[config.mk]
export PLATFORM = sky130hd
export DESIGN_NAME = pipe_ctrl_flat
export DESIGN_NICKNAME = d
export VERILOG_FILES = /design/src/rtl/pipe_ctrl_if.sv /design/src/rtl/pipe_ctrl.sv /design/src/flat_wrapper.sv
export SDC_FILE = /design/constraint.sdc
export NUM_CORES = 1
export LEC_CHECK = 0
export BUFFER_PORTS_ARGS = -buffer_cell sky130_fd_sc_hd__buf_4
export CORE_ASPECT_RATIO = 1.4
export CORE_MARGIN = 2
export CORE_UTILIZATION = 28
export DETAILED_ROUTE_END_ITERATION = 7
export PLACE_DENSITY = 0.76
export SLEW_MARGIN = 20
export SYNTH_ARGS = -nofsm -noshare
export SYNTH_HDL_FRONTEND = slang
export SYNTH_SLANG_ARGS = --single-unit
[constraint.sdc]
create_clock -name clk -period 2.6 [get_ports clk]
set_clock_uncertainty 0.1 [all_clocks]
set_input_delay 0.65 -clock clk [delete_from_list [all_inputs] [get_ports clk]]
set_output_delay 0.65 -clock clk [all_outputs]
set_load 0.05 [all_outputs]
[src/rtl/pipe_ctrl_if.sv]
// Handshake bundle between the pipeline stages and the pipeline sequencer.
// Stats signals exist only when PIPE_CTRL_STALL_STATS_EN is defined.
interface pipe_ctrl_if;
   logic        stallreq_id;
   logic        stallreq_ex;
   logic        mc_start;
   logic [31:0] excepttype_i;
   logic [31:0] cp0_epc_i;
   logic [5:0]  stall;
   logic        flush;
   logic [31:0] new_pc;
   logic        mc_done;
   logic        busy;
`ifdef PIPE_CTRL_STALL_STATS_EN
   logic [31:0] stall_cycles;
   logic [15:0] flush_count;

   modport master (
      output stallreq_id, stallreq_ex, mc_start,
      output excepttype_i, cp0_epc_i,
      input  stall, flush, new_pc, mc_done, busy,
      input  stall_cycles, flush_count
   );

   modport slave (
      input  stallreq_id, stallreq_ex, mc_start,
      input  excepttype_i, cp0_epc_i,
      output stall, flush, new_pc, mc_done, busy,
      output stall_cycles, flush_count
   );
`else
   modport master (
      output stallreq_id, stallreq_ex, mc_start,
      output excepttype_i, cp0_epc_i,
      input  stall, flush, new_pc, mc_done, busy
   );

   modport slave (
      input  stallreq_id, stallreq_ex, mc_start,
      input  excepttype_i, cp0_epc_i,
      output stall, flush, new_pc, mc_done, busy
   );
`endif
endinterface

[src/rtl/pipe_ctrl.sv]
// Pipeline sequencer: stall arbitration, multi-cycle EX timing, redirects.
// Optional stall/flush statistics under PIPE_CTRL_STALL_STATS_EN.
module pipe_ctrl #(
   parameter int unsigned MC_CYCLES  = 4,
   parameter logic [31:0] EXC_VECTOR = 32'h0000_0020,
   parameter logic [31:0] ERET_CODE  = 32'h0000_000e
) (
   input  logic       clk,
   input  logic       rst,
   pipe_ctrl_if.slave bus
);

   typedef enum logic {
      RUN     = 1'b0,
      MC_BUSY = 1'b1
   } state_e;

   localparam logic [7:0] CNT_INIT = 8'(MC_CYCLES - 2);
   localparam logic [5:0] STALL_EX = 6'b001111;
   localparam logic [5:0] STALL_ID = 6'b000111;

   state_e     state_q, state_d;
   logic [7:0] cnt_q, cnt_d;

   logic       exc;
   logic       mc_hold;
   logic       mc_last;
   logic       mc_go;
   logic [5:0] req_stall;

   assign exc     = |bus.excepttype_i;
   assign mc_hold = (state_q == MC_BUSY) && (cnt_q != 8'd0);
   assign mc_last = (state_q == MC_BUSY) && (cnt_q == 8'd0);
   assign mc_go   = (state_q == RUN) && bus.mc_start;

   always_comb begin
      req_stall = 6'b000000;
      if (bus.stallreq_ex)
         req_stall = STALL_EX;
      else if (bus.stallreq_id)
         req_stall = STALL_ID;
   end

   always_ff @(posedge clk) begin
      if (rst) begin
         state_q <= RUN;
         cnt_q   <= 8'd0;
      end else begin
         state_q <= state_d;
         cnt_q   <= cnt_d;
      end
   end

   always_comb begin
      state_d = state_q;
      cnt_d   = cnt_q;
      if (exc) begin
         state_d = RUN;
         cnt_d   = 8'd0;
      end else if (mc_hold) begin
         cnt_d = cnt_q - 8'd1;
      end else if (mc_last) begin
         state_d = RUN;
         cnt_d   = 8'd0;
      end else if (mc_go) begin
         state_d = MC_BUSY;
         cnt_d   = CNT_INIT;
      end
   end

   // An exception aborts any in-flight op, so busy and mc_done drop too.
   always_comb begin
      bus.stall   = 6'b000000;
      bus.flush   = 1'b0;
      bus.new_pc  = 32'h0;
      bus.mc_done = 1'b0;
      bus.busy    = 1'b0;
      if (exc) begin
         bus.flush = 1'b1;
         if (bus.excepttype_i == ERET_CODE)
            bus.new_pc = bus.cp0_epc_i;
         else
            bus.new_pc = EXC_VECTOR;
      end else if (mc_hold) begin
         bus.stall = STALL_EX;
         bus.busy  = 1'b1;
      end else if (mc_last) begin
         bus.stall   = req_stall;
         bus.mc_done = 1'b1;
         bus.busy    = 1'b1;
      end else if (mc_go) begin
         bus.stall = STALL_EX;
         bus.busy  = 1'b1;
      end else begin
         bus.stall = req_stall;
      end
   end

`ifdef PIPE_CTRL_STALL_STATS_EN
   logic [31:0] stall_cycles_q, stall_cycles_d;
   logic [15:0] flush_count_q, flush_count_d;

   always_ff @(posedge clk) begin
      if (rst) begin
         stall_cycles_q <= 32'h0;
         flush_count_q  <= 16'h0;
      end else begin
         stall_cycles_q <= stall_cycles_d;
         flush_count_q  <= flush_count_d;
      end
   end

   always_comb begin
      stall_cycles_d = stall_cycles_q;
      flush_count_d  = flush_count_q;
      if (bus.stall[0] && !bus.flush && (stall_cycles_q != 32'hFFFF_FFFF))
         stall_cycles_d = stall_cycles_q + 32'd1;
      if (bus.flush && (flush_count_q != 16'hFFFF))
         flush_count_d = flush_count_q + 16'd1;
   end

   assign bus.stall_cycles = stall_cycles_q;
   assign bus.flush_count  = flush_count_q;
`endif

endmodule

[src/flat_wrapper.sv]
// flat-port wrapper written by rule: the top's interface ports become plain ports
module pipe_ctrl_flat 
#(
   parameter int unsigned MC_CYCLES  = 4,
   parameter logic [31:0] EXC_VECTOR = 32'h0000_0020,
   parameter logic [31:0] ERET_CODE  = 32'h0000_000e
)
  (clk, rst, bus_stallreq_id, bus_stallreq_ex, bus_mc_start, bus_excepttype_i, bus_cp0_epc_i, bus_stall, bus_flush, bus_new_pc, bus_mc_done, bus_busy);
  pipe_ctrl_if bus_i ();
  input  logic clk;
  input  logic rst;
  input wire logic [$bits(bus_i.stallreq_id)-1:0] bus_stallreq_id;
  input wire logic [$bits(bus_i.stallreq_ex)-1:0] bus_stallreq_ex;
  input wire logic [$bits(bus_i.mc_start)-1:0] bus_mc_start;
  input wire logic [$bits(bus_i.excepttype_i)-1:0] bus_excepttype_i;
  input wire logic [$bits(bus_i.cp0_epc_i)-1:0] bus_cp0_epc_i;
  output wire logic [$bits(bus_i.stall)-1:0] bus_stall;
  output wire logic [$bits(bus_i.flush)-1:0] bus_flush;
  output wire logic [$bits(bus_i.new_pc)-1:0] bus_new_pc;
  output wire logic [$bits(bus_i.mc_done)-1:0] bus_mc_done;
  output wire logic [$bits(bus_i.busy)-1:0] bus_busy;
  assign bus_i.stallreq_id = bus_stallreq_id;
  assign bus_i.stallreq_ex = bus_stallreq_ex;
  assign bus_i.mc_start = bus_mc_start;
  assign bus_i.excepttype_i = bus_excepttype_i;
  assign bus_i.cp0_epc_i = bus_cp0_epc_i;
  assign bus_stall = bus_i.stall;
  assign bus_flush = bus_i.flush;
  assign bus_new_pc = bus_i.new_pc;
  assign bus_mc_done = bus_i.mc_done;
  assign bus_busy = bus_i.busy;
  pipe_ctrl #(.MC_CYCLES(MC_CYCLES), .EXC_VECTOR(EXC_VECTOR), .ERET_CODE(ERET_CODE)) u_core (.clk(clk), .rst(rst), .bus(bus_i));
endmodule
== After elaboration in Yosys (flattened, before gate mapping) ==
Cells that the tools add are included.
Word-level totals
  register bits after elaboration: 9
  input port bits: 69
  output and inout port bits: 41
Operators by class
  add/sub/neg operators: 1
  equality and inequality tests: 1
  mux-type cells: 21
  bitwise gates (word level): 2
  reduce and logical (&&, ||, !) cells: 10
Operator list (number)
  $mux W32: 2
  $reduce_or A33 Y1: 1
  $eq A32 B4 Y1 const B: 1
  $reduce_or A32 Y1: 1
  $mux W6: 4
  $mux W8: 3
  $mux W1: 10
  $logic_not A8 Y1: 1
  $reduce_bool A8 Y1: 1
  $sub A8 B1 Y8 const B: 1
  $mux W4: 1
  $logic_and A1 B1 Y1: 3
  $mux W3: 1
  $reduce_bool A3 Y1: 1
  $not A1 Y1: 2
  $reduce_and A2 Y1: 1
  $reduce_bool A2 Y1: 1

== Longest topological paths before layout ==
Gate-level depths: netlist of the first run.
  depth after elaboration: 6
  depth in mapped cells: 7

== Least setup slack after synthesis of the first run ==
OpenSTA, ideal clock, no wires.
  path kind: input port to output port
  from: in bus_excepttype_i[14]
  to: out bus_stall[1]
  data arrival time: 2.991 ns
  required time: 1.850 ns
  slack: -1.141 ns
  cell stages on the path: 6
  cells stage by stage: nor4_1 and4_1 nand3_1 clkbuf_1 a21oi_1 buf_4
On the way
  cells in the longest elaborated chain, start to end: 2
RTL lines
  start: declaration: line flat_wrapper.sv:15  | input wire logic [$bits(bus_i.excepttype_i)-1:0] bus_excepttype_i;
  $reduce_or A32 Y1: line pipe_ctrl.sv:31  | assign exc = |bus.excepttype_i;
  $mux W6: line pipe_ctrl.sv:78  | if (exc) begin
  end: declaration: line flat_wrapper.sv:17  | output wire logic [$bits(bus_i.stall)-1:0] bus_stall;
Every way passes these cells.

== Worst setup path in the final report of the first run ==
  from: in bus_excepttype_i[26]
  to: out bus_new_pc[9]
On the way
  cells in the longest elaborated chain, start to end: 3
  elaborated cells between the ends (all ways): 4
RTL lines
  $eq A32 B4 Y1: line pipe_ctrl.sv:80  | if (bus.excepttype_i == ERET_CODE)
  $mux W32: line pipe_ctrl.sv:80
  $mux W32 *: line pipe_ctrl.sv:78
  end: declaration: line flat_wrapper.sv:19  | output wire logic [$bits(bus_i.new_pc)-1:0] bus_new_pc;
Every way passes the cells marked *; elsewhere a longest branch is shown, timed or not.

==> results of run 1 <==
## layout make-up
cell class              instances  area, µm²  area share, %
multi-input cells              93        786           34.0
flip-flops and latches          9        181           7.85
inverters                       4       15.0          0.649
repair buffers                123       1240           53.6
well taps                      37       46.3           2.00
clock buffers                   4       45.0           1.95
## logic make-up (layout without fill, tap and decap cells)
kind of cell	Yosys count	after routing
other	1	2
flip-flops	9	9
XOR/XNOR	5	5
AND/OR/NAND/NOR	76	76
buffers and inverters	12	131
adder cells (fa/ha/maj)	2	2
AO/OA/AOI/OAI	8	8
## path summary, 6_finish.rpt
| check | from | end | slack [ps] | depth (start not counted) |
|---|---|---|---|---|
| worst max-delay path | bus_excepttype_i[26] | bus_new_pc[9] | -210 | 7 |
| worst min-delay path | u_core.cnt_q[0]$_SDFFE_PP0P_ | u_core.cnt_q[0]$_SDFFE_PP0P_ | 410 | 2 |
| worst max register to register | u_core.cnt_q[3]$_SDFFE_PP0P_ | u_core.cnt_q[2]$_SDFFE_PP0P_ | 620 | 5 |
| worst min register to register | u_core.cnt_q[0]$_SDFFE_PP0P_ | u_core.cnt_q[0]$_SDFFE_PP0P_ | 410 | 2 |
## metrics by stage
| step | area [µm²] | setup TNS, ps |
|---|---|---|
| finish | 2310 | -6210 |
| global route | 2310 | -7470 |
| CTS | 2160 | -2670 |
| detailed placement | 1820 | -5750 |
| global placement | 1820 | -5580 |
| floorplan | 943 | -670 |
## cell usage in the layout (no fill, tap or decap), drive strengths merged, types with 3 or more instances in the layout
master  netlist  layout
inv           4       4
dfxtp         9       9
and2         31      31
a21oi         3       3
clkbuf        4       5
nand2         3       3
nor2          6       6
nor3         12      12
xnor2         5       5
buf           4     122
nor4         10      10
## registers in the layout (all words and copies together), names as in the netlist
name / cells
u_core.state_q: 1
u_core.cnt_q: 8
## layer usage
metal	up-vias	GRT usage (%)	share of wire, %
li1	622	-	-
met1	654	25.6	34
met2	91	56.3	51
met3	17	11.6	12
met4	0	9.72	3.1
met5	-	0	0
## power by group through the flow
stage                     Clock (mW)  Combinational, mW  Sequential [mW]
after CTS                      0.169              0.115            0.138
after floorplan                    0             0.0253            0.141
after global placement             0              0.105            0.141
after detailed placement           0              0.108            0.141
final                          0.170              0.131            0.138
after global routing           0.180              0.137            0.138
## critical path, stage by stage
cell and delay, ps:
buf_6 110, nor4_4 290, and4_4 280, and3_4 270
buf_12 140, and2_2 170, buf_6 160
## repair_timing
item                                    4_1_cts  5_1_grt
endpoints found under the setup margin       38       38
hold endpoints to repair                      0        0
pin swaps                                    21       13
cloned                                        1        2
gates resized for setup                      77       23
buffers inserted                              0        1
==> impl_metrics.csv, run 1 <==
group,metric,value,unit
timing,hold_slack,413,ps
finish,drive_above_1_share,76.4,%
synthesis,synth-main-ff-cell,"dfxtp_1",
placed_design,portBuffers,107,
synthesis,synth_top_cell_area_share,23.7,%
global_route,grt.overflow.total,0,
critical_path,crit_path_start_kind,"input pin",
timing,rsz0062_at_grt,"yes",
floorplan,die_x,49.7,µm
floorplan,die_area,3380,µm²
detailed_routing,wirelength,5.48,mm
floorplan,start_util,29.1,%
power,netSwitchingPower,0.113,mW
finish,n_fill_cell,161,
floorplan,die_y,68.0,µm
detailed_routing,ant_nets,0,
detailed_routing,vias,1384,
floorplan,coreArea,2820,µm²
synthesis,synthesis.area,820,µm²
synthesis,yosys_warnings,0,
detailed_routing,drt_iter0_drc,51,
detailed_routing,drc_errors,0,
detailed_routing,viasPerCell,5.13,
floorplan,rows,23,
timing,timing.final.crit_share,108,%
synthesis,synth_top_family_by_area,"simple AND/OR/NAND/NOR gates",
clock_network,root_buffer,"clkbuf_8",
synthesis,synth_area_per_cell,7.25,µm²
synthesis,async_reset_ff_share,0,%
power,p_int,0.327,mW
critical_path,cp_data_required_time,1850,ps
global_route,grt_start_max_net_pins,22,
synthesis,synth.distinct_cells,28,
power,vdd_ir_drop_max,0.314,mV
global_route,grt_pass1_vias,1394,
run_status,status,"finished with violations",
clock_network,cts_tree,"built",
synthesis,yosysSeqAreaShare,22.0,%
synthesis,synth-edff-count,0,
finish,area_growth,182,%
finish,final_core_util,82.0,%
power,power.density,190,nW/µm²
global_route,antenna_found_initial,0,
critical_path,crit_fanout,11,
run_status,violations,"negative setup slack",
clock_network,clockBufferDepth,2,
synthesis,yosysTopAreaCell,"and2_1",
detailed_routing,wl_per_cell,20.3,µm
synthesis,synth-xor-area-share,5.34,%
critical_path,crit_type,"input pin to primary output",
critical_path,cp-end-kind,"primary output",
power,power.leakage,1.05,nW
power,combPwrFrac,29.9,%
power,seq_power_share,31.5,%
finish,nets,305,
placed_design,gp_congestion,0.871,
synthesis,synthMuxAreaShare,0,%
synthesis,syn_inst,113,
synthesis,synth-simple-area-share,55.4,%
clock_network,cts_num_sinks,9,
clock_network,h-tree-depth,1,
global_route,grt_pass1_wl,7.11,mm
power,pwr-share-clk,38.6,%
placed_design,dp_slack,-206,ps
worst_hold_path,hold_class,"flip-flop to flip-flop",
flow_run,drv_cap,0,
timing,slew_viol_final,0,
finish,antenna_cells,0,
timing,finalHoldViolations,0,
power,total_power,0.439,mW
clock_network,cts_buffers,3,
timing,setup_violations,38,
clock_network,clk_pin_slew_worst_paths,40,ps
clock_network,ctsHoldBuffers,0,
floorplan,ios,110,
clock_network,insertion_delay,240,ps
critical_path,arrival,2060,ps
synthesis,synth_common_cells,"and2_1 (31), nor3_1 (12), nor4_1 (10)",
synthesis,synth_adder_area_share,3.05,%
synthesis,synthTopCellsByArea,"and2_1 (24%), dfxtp_1 (22%), nor4_1 (7.6%)",
placed_design,dp.cells,262,
finish,final_cells,270,
power,switching_share,25.6,%
timing,setup_ws,-212,ps
detailed_routing,first_pass_iters,4,
timing,fin_crit,2810,ps
synthesis,synth-compound-area-share,6.41,%
global_route,grt_usage,28.3,%
timing,fmax,356,MHz
synthesis,synth_seq_cells,9,
placed_design,place_hpwl,3.44,mm
synthesis,yosysMostFrequentCell,"and2_1",
Power figures use the tool's default switching activity.
==> inputs of run 2 (changes only) <==
--- a/config.mk
+++ b/config.mk
@@ -9,9 +9,10 @@
 export CORE_ASPECT_RATIO = 1.4
 export CORE_MARGIN = 2
 export CORE_UTILIZATION = 28
+export CTS_CLUSTER_SIZE = 8
 export DETAILED_ROUTE_END_ITERATION = 7
 export PLACE_DENSITY = 0.76
-export SLEW_MARGIN = 20
+export REMOVE_ABC_BUFFERS = 1
 export SYNTH_ARGS = -nofsm -noshare
 export SYNTH_HDL_FRONTEND = slang
 export SYNTH_SLANG_ARGS = --single-unit
==> run 2 against run 1 <==
Global-route usage is 1.9 points lower; largest cell class unchanged; the flow still finishes with violations (negative setup slack); sequential power hardly changed; cell count decreased by 2.2%; critical path depth unchanged; count of clock-buffer cells in the layout did not move; critical path type unchanged; highest routed layer unchanged; via count down 4.0%; worst hold slack got worse by 21 ps; clock power is essentially flat; utilization fell by 6.4 points.
==> impl_metrics.csv, run 2 (synthesized netlist as in run 1, its figures left out) <==
group,metric,value,unit
run_status,status,"finished with violations",
run_status,violations,"negative setup slack",
placed_design,gp_congestion,0.920,
timing,setup_ws,-175,ps
critical_path,crit_path_start_kind,"input pin",
flow_run,drv_cap,0,
timing,fmax,360,MHz
detailed_routing,viasPerCell,5.03,
power,power.leakage,0.983,nW
power,seq_power_share,31.6,%
global_route,grt_start_max_net_pins,23,
critical_path,arrival,2020,ps
power,total_power,0.438,mW
clock_network,cts_num_sinks,9,
finish,final_common_cell,"buf_4",
finish,antenna_cells,0,
floorplan,die_y,68.0,µm
power,combPwrFrac,29.4,%
critical_path,cp_data_required_time,1850,ps
clock_network,cts_setup_buffers,0,
finish,drive_above_1_share,67.4,%
clock_network,ctsHoldBuffers,0,
power,vdd_ir_drop_max,0.325,mV
finish,regMostFlops,"u_core.cnt_q",
critical_path,cp-end-kind,"primary output",
timing,rsz0062_at_grt,"yes",
timing,finalHoldViolations,0,
power,power.density,205,nW/µm²
timing,timing.final.crit_share,107,%
detailed_routing,ant_nets,0,
floorplan,ios,110,
finish,postLayoutCellArea,2130,µm²
finish,n_fill_cell,196,
clock_network,insertion_delay,240,ps
finish,multi_input_area,723,µm²
critical_path,crit_type,"input pin to primary output",
clock_network,cts_buffers,3,
global_route,grt_pass1_wl,6.62,mm
floorplan,coreArea,2820,µm²
power,p_int,0.326,mW
placed_design,portBuffers,107,
timing,slew_viol_final,0,
detailed_routing,drt_iter0_drc,25,
finish,final_core_util,75.6,%
detailed_routing,first_pass_iters,4,
clock_network,clockBufferDepth,2,
placed_design,place_hpwl,3.21,mm
finish,nets,299,
worst_hold_path,hold_class,"flip-flop to flip-flop",
clock_network,cts_tree,"built",
finish,largest_reg_flops,8,
global_route,antenna_found_initial,0,
finish,final_cell_mix,"buf_4 (68), buf_6 (35), and2_1 (17), and2_4 (14), buf_8 (13)",
power,netSwitchingPower,0.111,mW
timing,finalSetupTns,-4410,ps
timing,fin_crit,2770,ps
floorplan,rows,23,
floorplan,start_util,29.1,%
clock_network,h-tree-depth,1,
detailed_routing,wirelength,4.96,mm
critical_path,crit_fanout,22,
floorplan,die_x,49.7,µm
detailed_routing,vias,1329,
placed_design,post_dp_cell_area,1710,µm²
finish,seq_area,181,µm²
global_route,grt_pass1_vias,1339,
floorplan,die_area,3380,µm²
power,pwr-share-clk,39.0,%
power,switching_share,25.4,%
detailed_routing,drc_errors,0,
detailed_routing,wl_per_cell,18.8,µm
finish,area_growth,160,%
finish,top_regs,"u_core.cnt_q: 8 flops, u_core.state_q: 1 flops",
timing,hold_slack,391,ps
global_route,grt.overflow.total,0,
global_route,grt_usage,26.4,%
clock_network,root_buffer,"clkbuf_8",
timing,setup_violations,36,
clock_network,clk_pin_slew_worst_paths,50,ps
[run 2: cell count changes in the layout (fill, tap and decap cells not counted), moves of 3 or more]
cell,before,now
buf_8,26,13
buf_4,71,68
and2_4,26,14
buf_6,24,35
and2_1,0,17
and2_2,5,0
[run 2: repair_timing]
action                     in CTS  in global routing
gates cloned                    1                  0
setup endpoints to repair      38                 38
pin swaps                      13                  5
resized for setup              71                 24
[run 2: final timing paths]
| check | end | depth (start not counted) | slack [ps] | from |
|---|---|---|---|---|
| max | bus_new_pc[7] | 7 | -170 | bus_excepttype_i[6] |
| min | u_core.cnt_q[0]$_SDFFE_PP0P_ | 2 | 390 | u_core.cnt_q[0]$_SDFFE_PP0P_ |
| min reg2reg | u_core.cnt_q[0]$_SDFFE_PP0P_ | 2 | 390 | u_core.cnt_q[0]$_SDFFE_PP0P_ |
| max reg2reg | u_core.cnt_q[6]$_SDFFE_PP0P_ | 4 | 760 | u_core.cnt_q[2]$_SDFFE_PP0P_ |
[run 2: area by class of cell]
type	count	share of cell area (%)
tap	37	2.17
multi-input combinational	93	33.9
sequential	9	8.51
timing repair buffer	117	52.6
inverter	4	0.705
clock buffer	4	2.11
[run 2: per-layer routing]
layer	global-route usage, %	wire length, µm	up-vias
li1	-	-	619
met1	27.7	1770	605
met2	46.5	2450	92
met3	10.7	570	13
met4	11.8	166	0
met5	0	0	-
[run 2: power by group through the flow]
stage / Clock [mW] / Combinational (mW) / Sequential [mW]
after floorplan: 0 / 0.0215 / 0.141
after global placement: 0 / 0.104 / 0.141
after detailed placement: 0 / 0.104 / 0.141
after CTS: 0.172 / 0.116 / 0.138
after global routing: 0.180 / 0.136 / 0.138
final: 0.171 / 0.128 / 0.138
[run 2: per-stage QoR]
step           std cells  setup slack (ps)
5_1_grt              264              -228
4_1_cts              264              -117
2_1_floorplan        106             -2330
6_report             264              -175
3_3_place_gp         259              -185
3_5_place_dp         259              -196
[run 2: critical path, cell delays in order]
cell	delay, ps
buf_4	120
nor4_4	250
and4_4	280
and3_4	230
buf_12	150
and2_1	170
buf_6	170
